===== src/rtl/lru_victim_ctrl.sv =====
// LRU victim controller: looks up a captured 8-way tag/valid/age snapshot,
// reports hits, picks a refill victim on a miss, waits for the refill with a
// bounded timeout and issues a one-cycle LRU age-tracker update.
// Optional build macro: LRU_VICTIM_INVALID_FIRST_EN (prefer invalid ways as
// victims and promote them on fill).
module lru_victim_ctrl #(
    parameter logic [7:0] REFILL_TIMEOUT = 8'd200
) (
    input  logic        clk,
    input  logic        rst,
    input  logic        i_req_valid,
    output logic        o_req_ready,
    input  logic [7:0]  i_tag_match_8,
    input  logic [7:0]  i_valid_8,
    input  logic [23:0] i_age_24,
    output logic        o_hit,
    output logic        o_refill_req,
    output logic [7:0]  o_victim_way_8,
    input  logic        i_refill_done,
    output logic        o_timeout,
    output logic        o_multi_hit,
    output logic [7:0]  o_lru_hit_way_8,
    output logic        o_lru_write_enable,
    output logic        o_lru_hit_sig
);

    typedef enum logic [1:0] {StIdle, StLookup, StRefill, StUpdate} state_e;

    state_e      state_q, state_d;
    logic [7:0]  cnt_q, cnt_d;
    logic [7:0]  match_q, match_d;
    logic [7:0]  valid_q, valid_d;
    logic [23:0] age_q, age_d;
    logic [7:0]  victim_q, victim_d;
    logic        fill_sig_q, fill_sig_d;
    logic        hit_q, hit_d;
    logic        multi_q, multi_d;
    logic        we_q, we_d;
    logic [7:0]  way_q, way_d;
    logic        sig_q, sig_d;
    logic        refill_q, refill_d;
    logic        timeout_q, timeout_d;

    logic [7:0]  hit_vec;
    logic [7:0]  hit_sel;
    logic [7:0]  age_sel;
`ifdef LRU_VICTIM_INVALID_FIRST_EN
    logic [7:0]  inv_sel;
`endif

    // Priority pickers over the captured snapshot; the downward loop leaves the lowest index.
    always_comb begin
        hit_vec = match_q & valid_q;
        hit_sel = 8'h00;
        age_sel = 8'h01;  // no age-0 way falls back to way 0
`ifdef LRU_VICTIM_INVALID_FIRST_EN
        inv_sel = 8'h00;
`endif
        for (int i = 7; i >= 0; i--) begin
            if (hit_vec[i]) hit_sel = 8'b1 << i;
            if (age_q[3*i +: 3] == 3'b000) age_sel = 8'b1 << i;
`ifdef LRU_VICTIM_INVALID_FIRST_EN
            if (!valid_q[i]) inv_sel = 8'b1 << i;
`endif
        end
    end

    // Next-state and registered-output logic; pulse outputs default low.
    always_comb begin
        state_d    = state_q;
        cnt_d      = cnt_q;
        match_d    = match_q;
        valid_d    = valid_q;
        age_d      = age_q;
        victim_d   = victim_q;
        fill_sig_d = fill_sig_q;
        refill_d   = refill_q;
        hit_d      = 1'b0;
        multi_d    = 1'b0;
        we_d       = 1'b0;
        way_d      = 8'h00;
        sig_d      = 1'b0;
        timeout_d  = 1'b0;
        case (state_q)
            StIdle: begin
                if (i_req_valid) begin
                    match_d = i_tag_match_8;
                    valid_d = i_valid_8;
                    age_d   = i_age_24;
                    state_d = StLookup;
                end
            end
            StLookup: begin
                if (hit_vec != 8'h00) begin
                    state_d = StUpdate;
                    hit_d   = 1'b1;
                    we_d    = 1'b1;
                    way_d   = hit_sel;
                    sig_d   = 1'b1;
                    multi_d = (hit_vec & (hit_vec - 8'd1)) != 8'h00;
                end else begin
                    state_d  = StRefill;
                    refill_d = 1'b1;
                    cnt_d    = 8'd0;
`ifdef LRU_VICTIM_INVALID_FIRST_EN
                    victim_d   = (inv_sel != 8'h00) ? inv_sel : age_sel;
                    fill_sig_d = (inv_sel != 8'h00);
`else
                    victim_d   = age_sel;
                    fill_sig_d = 1'b0;
`endif
                end
            end
            StRefill: begin
                // done takes priority over an expiring timeout in the same cycle
                if (i_refill_done) begin
                    state_d  = StUpdate;
                    we_d     = 1'b1;
                    way_d    = victim_q;
                    sig_d    = fill_sig_q;
                    refill_d = 1'b0;
                    victim_d = 8'h00;
                end else if (cnt_q == REFILL_TIMEOUT - 8'd1) begin
                    state_d   = StIdle;
                    timeout_d = 1'b1;
                    refill_d  = 1'b0;
                    victim_d  = 8'h00;
                end else begin
                    cnt_d = cnt_q + 8'd1;
                end
            end
            StUpdate: begin
                state_d = StIdle;
            end
            default: begin
                state_d = StIdle;
            end
        endcase
    end

    // State and output registers with asynchronous reset.
    always_ff @(posedge clk or posedge rst) begin
        if (rst) begin
            state_q    <= StIdle;
            cnt_q      <= 8'd0;
            match_q    <= 8'h00;
            valid_q    <= 8'h00;
            age_q      <= 24'h0;
            victim_q   <= 8'h00;
            fill_sig_q <= 1'b0;
            hit_q      <= 1'b0;
            multi_q    <= 1'b0;
            we_q       <= 1'b0;
            way_q      <= 8'h00;
            sig_q      <= 1'b0;
            refill_q   <= 1'b0;
            timeout_q  <= 1'b0;
        end else begin
            state_q    <= state_d;
            cnt_q      <= cnt_d;
            match_q    <= match_d;
            valid_q    <= valid_d;
            age_q      <= age_d;
            victim_q   <= victim_d;
            fill_sig_q <= fill_sig_d;
            hit_q      <= hit_d;
            multi_q    <= multi_d;
            we_q       <= we_d;
            way_q      <= way_d;
            sig_q      <= sig_d;
            refill_q   <= refill_d;
            timeout_q  <= timeout_d;
        end
    end

    assign o_req_ready        = (state_q == StIdle);
    assign o_hit              = hit_q;
    assign o_multi_hit        = multi_q;
    assign o_lru_write_enable = we_q;
    assign o_lru_hit_way_8    = way_q;
    assign o_lru_hit_sig      = sig_q;
    assign o_refill_req       = refill_q;
    assign o_victim_way_8     = victim_q;
    assign o_timeout          = timeout_q;

endmodule


===== config.mk =====
export PLATFORM = sky130hd
export DESIGN_NAME = lru_victim_ctrl
export DESIGN_NICKNAME = d
export VERILOG_FILES = /design/src/rtl/lru_victim_ctrl.sv
export SDC_FILE = /design/constraint.sdc
export NUM_CORES = 1
export LEC_CHECK = 0
export ABC_AREA = 1
export BUFFER_PORTS_ARGS = -buffer_cell sky130_fd_sc_hd__buf_2
export CAP_MARGIN = 20
export CELL_PAD_IN_SITES_DETAIL_PLACEMENT = 0
export CELL_PAD_IN_SITES_GLOBAL_PLACEMENT = 2
export CORE_MARGIN = 2
export CORE_UTILIZATION = 30
export CTS_BUF_LIST = sky130_fd_sc_hd__clkbuf_16
export CTS_CLUSTER_SIZE = 24
export DETAILED_ROUTE_END_ITERATION = 16
export GPL_TIMING_DRIVEN = 0
export PLACE_DENSITY = 0.83
export SLEW_MARGIN = 0
export SYNTH_ARGS = -nofsm -noshare
export SYNTH_HDL_FRONTEND = slang
export SYNTH_SLANG_ARGS = --single-unit

===== constraint.sdc =====
create_clock -name clk -period 2 [get_ports clk]
set_clock_uncertainty 0.05 [all_clocks]
set_input_delay 0.1 -clock clk [delete_from_list [all_inputs] [get_ports clk]]
set_output_delay 0.1 -clock clk [all_outputs]
set_load 0.05 [all_outputs]

# [Word-level counts from Yosys, hierarchy flattened]
# Index checks and enable logic that the tools add are counted.
[word_totals] rom_bits=0 latchBits=0 mem_bits_rw=0 inputBits=44 wordCells=86 memories=0 register_bits=71
[op_classes] shift=0 bitwise=2 magnitude_cmp=0 n_div=0 add_sub_neg=2 n_reduce_logical=16 mux=45 eq_ne=9 mul=0
[ops] op="$mux W8" count=24
[ops] op="$pmux W8 S2" count=3
[ops] op="$logic_not A3 Y1" count=8
[ops] op="$and A8 B8 Y8" count=2
[ops] op="$reduce_bool A8 Y1" count=2
[ops] op="$mux W1" count=12
[ops] op="$add A8 B1 Y8 const B" count=1
[ops] op="$eq A8 B8 Y1 const B" count=1
[ops] op="$ne A2 B2 Y1 const B" count=4
[ops] op="$pmux W2 S4" count=1
[ops] op="$sub A8 B1 Y8 const B" count=1
[ops] op="$mux W2" count=3
[ops] op="$eq A2 B2 Y1 const B" count=2
[ops] op="$pmux W1 S2" count=2
[ops] op="$reduce_and A2 Y1" count=2
[ops] op="$reduce_and A4 Y1" count=1
[ops] op="$ne A3 B3 Y1 const B" count=1
[ops] op="$reduce_and A3 Y1" count=1
[ops] op="$eq A2 B1 Y1 const B" count=1
[ops] op="$logic_not A2 Y1" count=1
[ops] op="$reduce_bool A2 Y1" count=1

# [Longest topological paths before layout]
[depth] ltp_word=11 ltp_mapped=10 mapped_depth_nobuf=10

# [Worst setup path after synthesis]
# Ideal clock, no wire load.
[synth_timing] path_type="register -> register" start="register state_q[0]" end="register age_q[0]" slack_ps=9 period_less_slack_ps=1991 arrival_time_ps=1816 path_buffers=1 setup_time_ps=125 path_stages_with_launch=6 path_cell_list="dfrtp_1 inv_1 ha_1 nand2_1 buf_2 mux2_2"
[synth_between] elab_chain_cells=2
[synth_lines] item="start, declared" line_no="29" rtl="state_e state_q, state_d;"
[synth_lines] item="start signal, assigned" line_no="144" rtl="state_q <= StIdle;"
[synth_lines] item="start signal, assigned" line_no="159" rtl="state_q <= state_d;"
[synth_lines] item="$logic_not A2 Y1"
[synth_lines] item="via o_req_ready" line_no="12" rtl="output logic o_req_ready,"
[synth_lines] item="$reduce_and A2 Y1 (no line)"
[synth_lines] item="end signal, assigned" line_no="163" rtl="age_q <= age_d;"
[synth_lines] item="end, declared" line_no="33" rtl="logic [23:0] age_q, age_d;"
# The timed path passes the listed nets, and every way through them passes these cells.
# A chain may end at the register's enable or synchronous reset.

# [Worst setup path after layout]
[layout_timing] start="register state_q[0]" end="register age_q[1]"
[layout_between] elab_chain_cells=2
[layout_lines] item="$logic_not A2 Y1" line_no="84" rtl="case (state_q)"
[layout_lines] item="$reduce_and A2 Y1 (no line)"
# No other way between the ends.

==> results.yml <==
layout:
  fin_area_mm2: 0.004507
  antenna_cells: 0
  fin_cells: 600
  final_cell_mix: "71 x dfrtp_1, 70 x buf_2, 67 x nand2_1"
  nets: 503
  areaGrowthSynthToFinish_pct: 37.59
  drive_gt1_share_pct: 32.61
  layout_commonest_cell: "dfrtp_1"
timing:
  whs_ns: 0.1110
  relSlewSlack_pct: 43.15
  finalHoldViolCount: 0
  min_period_over_period_pct: 91.54
  worst_pin_slew_ns: 0.8527
  slew_violations: 0
  fmax_mhz: 546.2
  setup_viol: 0
  final.setup.tns_ns: 0
  period_minus_slack_ns: 1.831
  rsz0062_at_grt: "false"
logic_synthesis:
  synth_area_per_cell_um2: 9.749
  ys_seq_elements: 71
  synth-main-ff-cell: "dfrtp_1"
  synth.distinct_cells: 28
  synth_enable_flop_cells: 0
  synthAdderAreaFrac_pct: 1.528
  synth_compound_gate_area_share_pct: 5.882
  syn_inst: 336
  netlist_area_mm2: 0.003276
  yosysWarningCount: 0
  ys_seq_area_share_pct: 54.24
  syn_nets: 384
  synth_top_family_by_area: "simple AND/OR/NAND/NOR gates"
  synthSimpleGateAreaFrac_pct: 20.82
  synthXorXnorAreaFrac_pct: 0.5348
  muxShareOfSynthArea_pct: 11.69
  synthArstFlopShare_pct: 100.0
power_and_ir_drop:
  p_total_mw: 7.062
  irDropWorstVdd_uv: 534.2
  leakage_nw: 2.241
  powerDensity_mw_per_mm2: 1567
outcome:
  outcome: "finished clean"
global_routing:
  grt_pass1_wl_mm: 12.78
  grt_use_total_pct: 14.34
  grt_pass1_vias: 2646
  grt-ovfl-total: 0
  grt_max_degree: 72
  antenna_found_initial: 0
clock_network:
  clock_path_buffers: 2
  clock_latency_ns: 0.33
  cts_tree: "done"
  cts_buffers: 9
  cts.root.buffer_cell: "clkbuf_16"
  htreeDepth: 3
  clock_sinks: 71
  clkTransAtPathRegs_ns: 0.06
floorplan:
  core_area_mm2: 0.01075
  rows: 38
  io_pins: 67
  die_h_um: 108.5
  start_util_pct: 30.48
  die_area_mm2: 0.01177
  die_w_um: 108.5
worst_setup_path:
  path_cells: "inv_1 -> ha_1 -> nand2_2 -> buf_2 -> mux2_2"
  cp.required_ns: 2.16
  max_stage_delay_ns: 0.38
  critPathArrivalTime_ns: 1.99
  cpLargestDelayFamily: "buffers and inverters"
  slowest_stage: "dfrtp_1"
  path_buf_inv: 2
  worstSetupPathType: "reg -> reg"
  critPathMaxFanout: 10
  critPathLaunchType: "register"
  endpoint_kind: "register"
detailed_routing:
  drcViolationCount: 0
  routedWlPerCell_um: 12.70
  drt_iter0_markers: 87
  drt-vias-per-instance: 4.395
  ant_nets: 0
  routed-via-count: 2637
  wl_mm: 7.621
  drtPass1Iterations: 4
place:
  placed_area_mm2: 0.003784
  place_congestion: 0.7808
  dp.cells: 542
  place.detailed.hpwl_mm: 5.427
  portBuffers: 66
worst_hold_path:
  hp-class: "in -> reg"
job:
  cap_violations: 0
[power breakdown]
group / internal [mW] / switching, mW / leakage (nW)
Combinational: 1.11 / 2.03 / 1.22
Clock: 0.967 / 0.625 / 0.140
Sequential: 2.02 / 0.317 / 0.886
Total: 4.09 / 2.97 / 2.24
[state kept, by name (all words and copies together) (netlist names)]
register / cells
age_q: 24
cnt_q: 8
match_q: 8
o_lru_hit_sig: 1
o_lru_hit_way_8: 8
o_lru_write_enable: 1
o_multi_hit: 1
o_refill_req: 1
o_timeout: 1
o_victim_way_8: 8
state_q: 2
valid_q: 8
[kinds of logic (layout without fill, tap and decap cells)]
kind of cell    Yosys count  in the layout
simple gates            149            149
flops                    71             71
buf+inv                  42            166
compound gates           34             34
mux                      34             34
fa+ha+maj                 4              4
xor+xnor                  2              2
[repair_timing]
action | 4_1_cts | 5_1_grt
hold buffers | 42 | 0
endpoints found under the setup margin | 20 | 6
hold endpoints to repair | 112 | 0
setup buffers | 0 | 0
resized for setup | 1 | 3
[metrics by stage]
stage / util (%) / setup WS [ns]
finish: 41.94 / 0.1693
global route: 41.94 / 0.005991
CTS: 41.91 / 0.1364
detailed placement: 35.21 / -0.02176
global placement: 35.19 / -0.8458
floorplan: - / 0.009251
[per-layer routing]
metal	track usage (%)	routed length (um)	part of all wire, %
met4	6.410	199	2.6
met2	21.88	3477	46
met3	4.099	279	3.7
met5	0	0	0
met1	18.89	3664	48
[cell type report]
cell class              instances  area, um^2
inverters                      34       130.1
fillers                      1099        6238
flip-flops and latches         71        1777
repair buffers                108       750.7
plain buffers                   8       47.55
well taps                     140       175.2
clock buffers                   9       225.2
multi-input cells             223        1330
clock inverters                 7       71.32
[worst register-to-register path, cell delays in order, from the launching register on]
cell	delay, ns
dfrtp_1	0.38
inv_1	0.09
ha_1	0.25
nand2_2	0.24
buf_2	0.32
mux2_2	0.38
[cells in the mapped netlist (all sizes together), types with 4 or more instances]
master / n / area (um^2)
inv: 32 / 120.1
ha: 4 / 50.05
mux2: 34 / 382.9
nand2: 79 / 329.1
dfrtp: 71 / 1777
a21oi: 18 / 93.84
nand4: 8 / 50.05
nand3: 14 / 70.07
nor2: 39 / 180.2
nor3: 8 / 45.04
o21ai: 16 / 98.84
buf: 6 / 38.79
[worst paths after layout]
kind | startpoint | endpoint | slack (ns) | cells past startpoint
setup reg to reg | state_q[0] | age_q[1] | 0.17 | 5
hold / removal | i_req_valid | state_q[0] | 0.11 | 4
max in group asynchronous | rst | o_refill_req | 0.90 | 3
setup / recovery | state_q[0] | age_q[1] | 0.17 | 5
hold reg to reg | o_refill_req | o_refill_req | 0.43 | 2
min in group asynchronous | rst | match_q[3] | 0.45 | 3
Note: power is estimated with default switching activity, not from simulation.
